$ cat src/rtl/vga_pkg.sv
// Shared timing constants, colour-bar palette and axis direction type for the bounce-box pixel stage.
package vga_pkg;

  localparam int H_ACTIVE = 640;
  localparam int H_TOTAL  = 800;
  localparam int V_ACTIVE = 480;
  localparam int V_TOTAL  = 521;
  localparam int HS_START = 655;
  localparam int HS_END   = 750;
  localparam int VS_START = 489;
  localparam int VS_END   = 490;

  // First h_cnt of bars 1..6; bar 0 starts at column 0.
  localparam logic [9:0] BAR1_START = 10'd91;
  localparam logic [9:0] BAR2_START = 10'd182;
  localparam logic [9:0] BAR3_START = 10'd273;
  localparam logic [9:0] BAR4_START = 10'd364;
  localparam logic [9:0] BAR5_START = 10'd455;
  localparam logic [9:0] BAR6_START = 10'd546;

  localparam logic [11:0] BAR0_COLOR = 12'hF00;
  localparam logic [11:0] BAR1_COLOR = 12'hF80;
  localparam logic [11:0] BAR2_COLOR = 12'hFF0;
  localparam logic [11:0] BAR3_COLOR = 12'h080;
  localparam logic [11:0] BAR4_COLOR = 12'h00F;
  localparam logic [11:0] BAR5_COLOR = 12'h508;
  localparam logic [11:0] BAR6_COLOR = 12'h808;

  typedef enum logic {DIR_INC, DIR_DEC} dir_e;

  function automatic logic [2:0] bar_index(input logic [9:0] h);
    if (h < BAR1_START)      return 3'd0;
    else if (h < BAR2_START) return 3'd1;
    else if (h < BAR3_START) return 3'd2;
    else if (h < BAR4_START) return 3'd3;
    else if (h < BAR5_START) return 3'd4;
    else if (h < BAR6_START) return 3'd5;
    else                     return 3'd6;
  endfunction

  function automatic logic [11:0] bar_color(input logic [2:0] idx);
    case (idx)
      3'd0:    return BAR0_COLOR;
      3'd1:    return BAR1_COLOR;
      3'd2:    return BAR2_COLOR;
      3'd3:    return BAR3_COLOR;
      3'd4:    return BAR4_COLOR;
      3'd5:    return BAR5_COLOR;
      default: return BAR6_COLOR;
    endcase
  endfunction

endpackage

$ cat src/rtl/vga_bounce_box_axis.sv
// One axis of the bouncing box: position register plus INC/DEC direction FSM, stepping once per frame tick.
module box_axis
  import vga_pkg::*;
#(
  parameter int MAX  = 608,
  parameter int STEP = 2
) (
  input  logic       clk,
  input  logic       rst,
  input  logic       tick,
  input  logic       pause,
  output logic [9:0] pos,
  output dir_e       dir
);

  localparam logic [10:0] MAX_W  = 11'(MAX);
  localparam logic [10:0] STEP_W = 11'(STEP);

  logic [9:0]  pos_q, pos_d;
  dir_e        dir_q, dir_d;
  logic [10:0] pos_ext;
  logic [10:0] pos_sum;

  assign pos_ext = {1'b0, pos_q};
  assign pos_sum = pos_ext + STEP_W;

  // Clamp and turn on the same tick so the box never overshoots an edge.
  always_comb begin
    pos_d = pos_q;
    dir_d = dir_q;
    if (tick && !pause) begin
      case (dir_q)
        DIR_INC: begin
          if (pos_sum >= MAX_W) begin
            pos_d = MAX_W[9:0];
            dir_d = DIR_DEC;
          end else begin
            pos_d = pos_sum[9:0];
          end
        end
        default: begin
          if (pos_ext <= STEP_W) begin
            pos_d = 10'd0;
            dir_d = DIR_INC;
          end else begin
            pos_d = pos_q - STEP_W[9:0];
          end
        end
      endcase
    end
  end

  always_ff @(posedge clk) begin
    if (rst) begin
      pos_q <= 10'd0;
      dir_q <= DIR_INC;
    end else begin
      pos_q <= pos_d;
      dir_q <= dir_d;
    end
  end

  assign pos = pos_q;
  assign dir = dir_q;

endmodule

$ cat src/rtl/vga_bounce_box.sv
// Colour-bar background with a bouncing box overlay; 2-cycle pipeline with delay-matched syncs.
module vga_bounce_box
  import vga_pkg::*;
#(
  parameter int          BOX_W     = 32,
  parameter int          BOX_H     = 32,
  parameter int          STEP      = 2,
  parameter logic [11:0] BOX_COLOR = 12'hFFF
) (
  input  logic       clk,
  input  logic       rst,
  input  logic [9:0] h_cnt,
  input  logic [9:0] v_cnt,
  input  logic       hsync_in,
  input  logic       vsync_in,
  input  logic       pause,
  output logic [3:0] r,
  output logic [3:0] g,
  output logic [3:0] b,
  output logic       hsync,
  output logic       vsync
);

  logic       tick;
  logic [9:0] x_pos, y_pos;
  dir_e       x_dir, y_dir;

  // End of the last active line: moving here keeps the whole next frame consistent.
  assign tick = (h_cnt == 10'(H_TOTAL - 1)) && (v_cnt == 10'(V_ACTIVE - 1));

  box_axis #(.MAX(H_ACTIVE - BOX_W), .STEP(STEP)) u_x (
    .clk(clk), .rst(rst), .tick(tick), .pause(pause), .pos(x_pos), .dir(x_dir)
  );

  box_axis #(.MAX(V_ACTIVE - BOX_H), .STEP(STEP)) u_y (
    .clk(clk), .rst(rst), .tick(tick), .pause(pause), .pos(y_pos), .dir(y_dir)
  );

  logic        active_q, active_d;
  logic        in_box_q, in_box_d;
  logic [2:0]  bar_q, bar_d;
  logic        hs1_q, hs1_d, vs1_q, vs1_d;
  logic [11:0] rgb_q, rgb_d;
  logic        hs2_q, hs2_d, vs2_q, vs2_d;
  logic [10:0] h_ext, v_ext, x_ext, y_ext;

  assign h_ext = {1'b0, h_cnt};
  assign v_ext = {1'b0, v_cnt};
  assign x_ext = {1'b0, x_pos};
  assign y_ext = {1'b0, y_pos};

  always_comb begin
    active_d = (h_cnt < 10'(H_ACTIVE)) && (v_cnt < 10'(V_ACTIVE));
    in_box_d = (h_ext >= x_ext) && (h_ext < x_ext + 11'(BOX_W)) &&
               (v_ext >= y_ext) && (v_ext < y_ext + 11'(BOX_H));
    bar_d    = bar_index(h_cnt);
    hs1_d    = hsync_in;
    vs1_d    = vsync_in;
  end

  always_comb begin
    rgb_d = 12'h000;
    if (active_q) rgb_d = in_box_q ? BOX_COLOR : bar_color(bar_q);
    hs2_d = hs1_q;
    vs2_d = vs1_q;
  end

  // Both stages reset so syncs read inactive until real data reaches the pins.
  always_ff @(posedge clk) begin
    if (rst) begin
      active_q <= 1'b0;
      in_box_q <= 1'b0;
      bar_q    <= 3'd0;
      hs1_q    <= 1'b1;
      vs1_q    <= 1'b1;
      rgb_q    <= 12'h000;
      hs2_q    <= 1'b1;
      vs2_q    <= 1'b1;
    end else begin
      active_q <= active_d;
      in_box_q <= in_box_d;
      bar_q    <= bar_d;
      hs1_q    <= hs1_d;
      vs1_q    <= vs1_d;
      rgb_q    <= rgb_d;
      hs2_q    <= hs2_d;
      vs2_q    <= vs2_d;
    end
  end

  assign r     = rgb_q[11:8];
  assign g     = rgb_q[7:4];
  assign b     = rgb_q[3:0];
  assign hsync = hs2_q;
  assign vsync = vs2_q;

endmodule

$ cat config.mk
export PLATFORM = sky130hd
export DESIGN_NAME = vga_bounce_box
export DESIGN_NICKNAME = d
export VERILOG_FILES = /design/src/rtl/vga_pkg.sv /design/src/rtl/vga_bounce_box_axis.sv /design/src/rtl/vga_bounce_box.sv
export SDC_FILE = /design/constraint.sdc
export NUM_CORES = 1
export LEC_CHECK = 0
export ABC_AREA = 1
export CORE_AREA = 2 2 133 96
export CTS_CLUSTER_SIZE = 24
export DETAILED_ROUTE_END_ITERATION = 8
export DIE_AREA = 0 0 135 98
export HOLD_SLACK_MARGIN = 0.15
export PLACE_DENSITY = 0.53
export SYNTH_ARGS = -nofsm -noshare
export SYNTH_HDL_FRONTEND = slang
export SYNTH_SLANG_ARGS = --single-unit
$ cat constraint.sdc
create_clock -name clk -period 2.35 [get_ports clk]
set_input_delay 0.235 -clock clk [delete_from_list [all_inputs] [get_ports clk]]
set_output_delay 0.235 -clock clk [all_outputs]
set_load 0.02 [all_outputs]
==> reports/metrics.cfg <==
[run_status]
status = complete, no violations

[synth]
synth_edf_count = 0
yosysUniqueCellTypes = 42
syn-num-nets = 591
netlist_top_cells_area = dfxtp_1 (21%), ha_1 (14%), nand2_1 (12%), nor2_1 (7.6%), a21oi_1 (6.6%)
synth_top_area_cell = dfxtp_1
synth-xor-area-share_pct = 5.14
synth_adder_area_share_pct = 14.0
yosys_warnings = 0
synthMuxAreaShare_pct = 0
synthSimpleGateAreaFrac_pct = 35.7
synth.most_common_cell = nand2_1
synth_cells = 528
synth-seq-cells = 36
avgSynthCellArea_um2 = 6.45
ys_seq_area_share_pct = 21.2
ys.flop_type = dfxtp_1
synth_top_area_share_pct = 21.2
syn_area_um2 = 3410
synth_common_cells = nand2_1 (109), nor2_1 (69), inv_1 (55)
synth_top_family_by_area = simple AND/OR/NAND/NOR gates
synth_compound_area_share_pct = 14.0
synth-async-reset-ratio_pct = 0

[cts]
clock_tree.buffer_depth = 2
cts_resized = 0
insertion_delay_ns = 0.29
htree_levels = 2
cts_root_buffer = clkbuf_16
cts_tree = done
clock-sinks = 36
cts_inserted_buffers = 5
clkTransAtPathRegs_ns = 0.06
cts_hold_buf = 0
post_cts_buffers = 0

[timing]
holdWs_ns = 0.412
fmax_mhz = 477
period_share_pct = 89.2
tightest_slew_ns = 0.415
rsz0062_at_grt = no
finalMaxSlewViolations = 0
fin_skew_ns = 0.00769
hold_violations = 0
setup_viol = 0
setup_tns_ns = 0
period_needed_ns = 2.10
relSlewSlack_pct = 72.3

[finish]
layout-drive-gt1-share_pct = 6.37
n_fill_cell = 1302
fin_util_pct = 33.9
area_growth_pct = 20.2
multiInputGateArea_um2 = 2340
nets = 627
seqCellArea_um2 = 721
diodes = 0
instances_no_fill = 727

[die]
coreArea_um2 = 12100
dieArea_um2 = 13200
ios = 39
initial_core_util_pct = 28.2
die_x_um = 135
die_y_um = 98
rows = 34

[critical_path]
critPathRequiredTime_ns = 2.57
r2r_start = u_x.pos[5]
cp-startpoint = u_x.pos[5]
crit_type = reg2reg
endpoint_kind = flop
crit_arrival_ns = 2.32
crit_path_max_fanout = 7
start_kind = flop

[power]
swShare_pct = 25.0
p_int_w = 0.00123
ir_drop_mv = 0.265
switching_power_w = 0.000410
seqPwrFrac_pct = 38.3
pwr-share-clk_pct = 47.9
p_leak_nw = 1.79
p_comb_share_pct = 13.9
power_density_nw_per_um2 = 401

[grt]
grt_pass1_wl_mm = 16.5
grt_max_degree = 20
grt_antenna_before_repair = 0
grt_pass1_vias = 3246
grt-ovfl-total = 0
grt_util_all_layers_pct = 15.5

[drt]
drt_wl_total_mm = 9.90
drcViolationCount = 0
via_per_inst = 4.93
routed-via-count = 3585
wl_per_cell_um = 13.6
drtPass1Iterations = 5
drtIter0Drc = 292
drtAntennaViolNets = 0

[hold_path]
hold_path_class = reg2reg
holdCritStartpoint = hs1_q

[placement]
portBuffers = 38
place_inst = 719
place_congestion = 0.899
dp_hpwl_mm = 7.80

[job]
drv_cap = 0

## worst paths after layout
check	endpoint	slack, ns	cells after the start
max reg2reg	in_box_q	0.25	11
max	in_box_q	0.25	11
min reg2reg	hsync	0.41	1
min	hsync	0.41	1
## area by class of cell
cell class	instances	share of cell area [%]
multi-input cells	417	57.2
flip-flops and latches	36	17.6
repair buffers	46	10.8
inverters	58	5.32
well taps	162	4.95
clock buffers	5	3.06
clock inverters	3	1.13
## kinds of logic after synthesis
logic type / count (synthesis)
compound gates: 87
xor+xnor: 20
fa+ha+maj: 38
buf+inv: 75
flops: 36
simple gates: 272
## power by group through the flow
| stage | registers (W) | clock network, W | logic (W) |
|---|---|---|---|
| floorplan | 0.000646 | 0 | 0.000117 |
| global placement | 0.000642 | 0 | 0.000225 |
| detailed placement | 0.000642 | 0 | 0.000226 |
| CTS | 0.000628 | 0.000804 | 0.000227 |
| global route | 0.000629 | 0.000840 | 0.000258 |
| finish | 0.000628 | 0.000786 | 0.000227 |
## placed cells by master (no fill, tap or decap), types with 2 or more instances in the layout
| master | n |
|---|---|
| o21a_1 | 2 |
| nand4_1 | 22 |
| dfxtp_1 | 36 |
| or2_2 | 6 |
| inv_2 | 2 |
| nand3_2 | 4 |
| clkbuf_16 | 5 |
| nand2_1 | 109 |
| xnor2_1 | 2 |
| o21ai_0 | 25 |
| o211ai_1 | 4 |
| nor4_1 | 2 |
| buf_4 | 8 |
| nor2_2 | 4 |
| nand3_1 | 44 |
| ha_1 | 38 |
| a21oi_1 | 45 |
| nand3b_1 | 2 |
| inv_1 | 55 |
| o21ai_1 | 2 |
| xor2_1 | 18 |
| nor3_1 | 5 |
| nor2_1 | 69 |
| clkdlybuf4s50_1 | 38 |
## state kept, by name, indices dropped and copies added, names as in the netlist
signal,count
vsync,1
active_q,1
u_x.dir,1
rgb_q,7
u_y.pos,9
in_box_q,1
vs1_q,1
bar_q,3
hs1_q,1
hsync,1
u_x.pos,9
u_y.dir,1
## metal layers
layer,track usage (%),routed length (um)
met5,0,0
met4,2.96,53
met3,3.79,744
met2,22.1,4010
met1,23.5,5090
## through the flow
stage / power, W / area (um2) / worst slack, ns
global placement: 0.000867 / 3920 / 0.257
finish: 0.00164 / 4100 / 0.254
CTS: 0.00166 / 4100 / 0.269
floorplan: 0.000763 / 3410 / 0.634
detailed placement: 0.000868 / 3920 / 0.229
global route: 0.00173 / 4100 / 0.0497
## worst max-delay path: stages, from the launching register on
cell,delay [ns]
dfxtp_1,0.47
inv_1,0.20
ha_1,0.32
inv_1,0.04
ha_1,0.30
a21oi_1,0.13
o21ai_0,0.10
nand2_1,0.07
o211ai_1,0.08
nor2_1,0.16
nand2_1,0.08
nor2_1,0.08
Note: power is estimated with default switching activity, not from simulation.
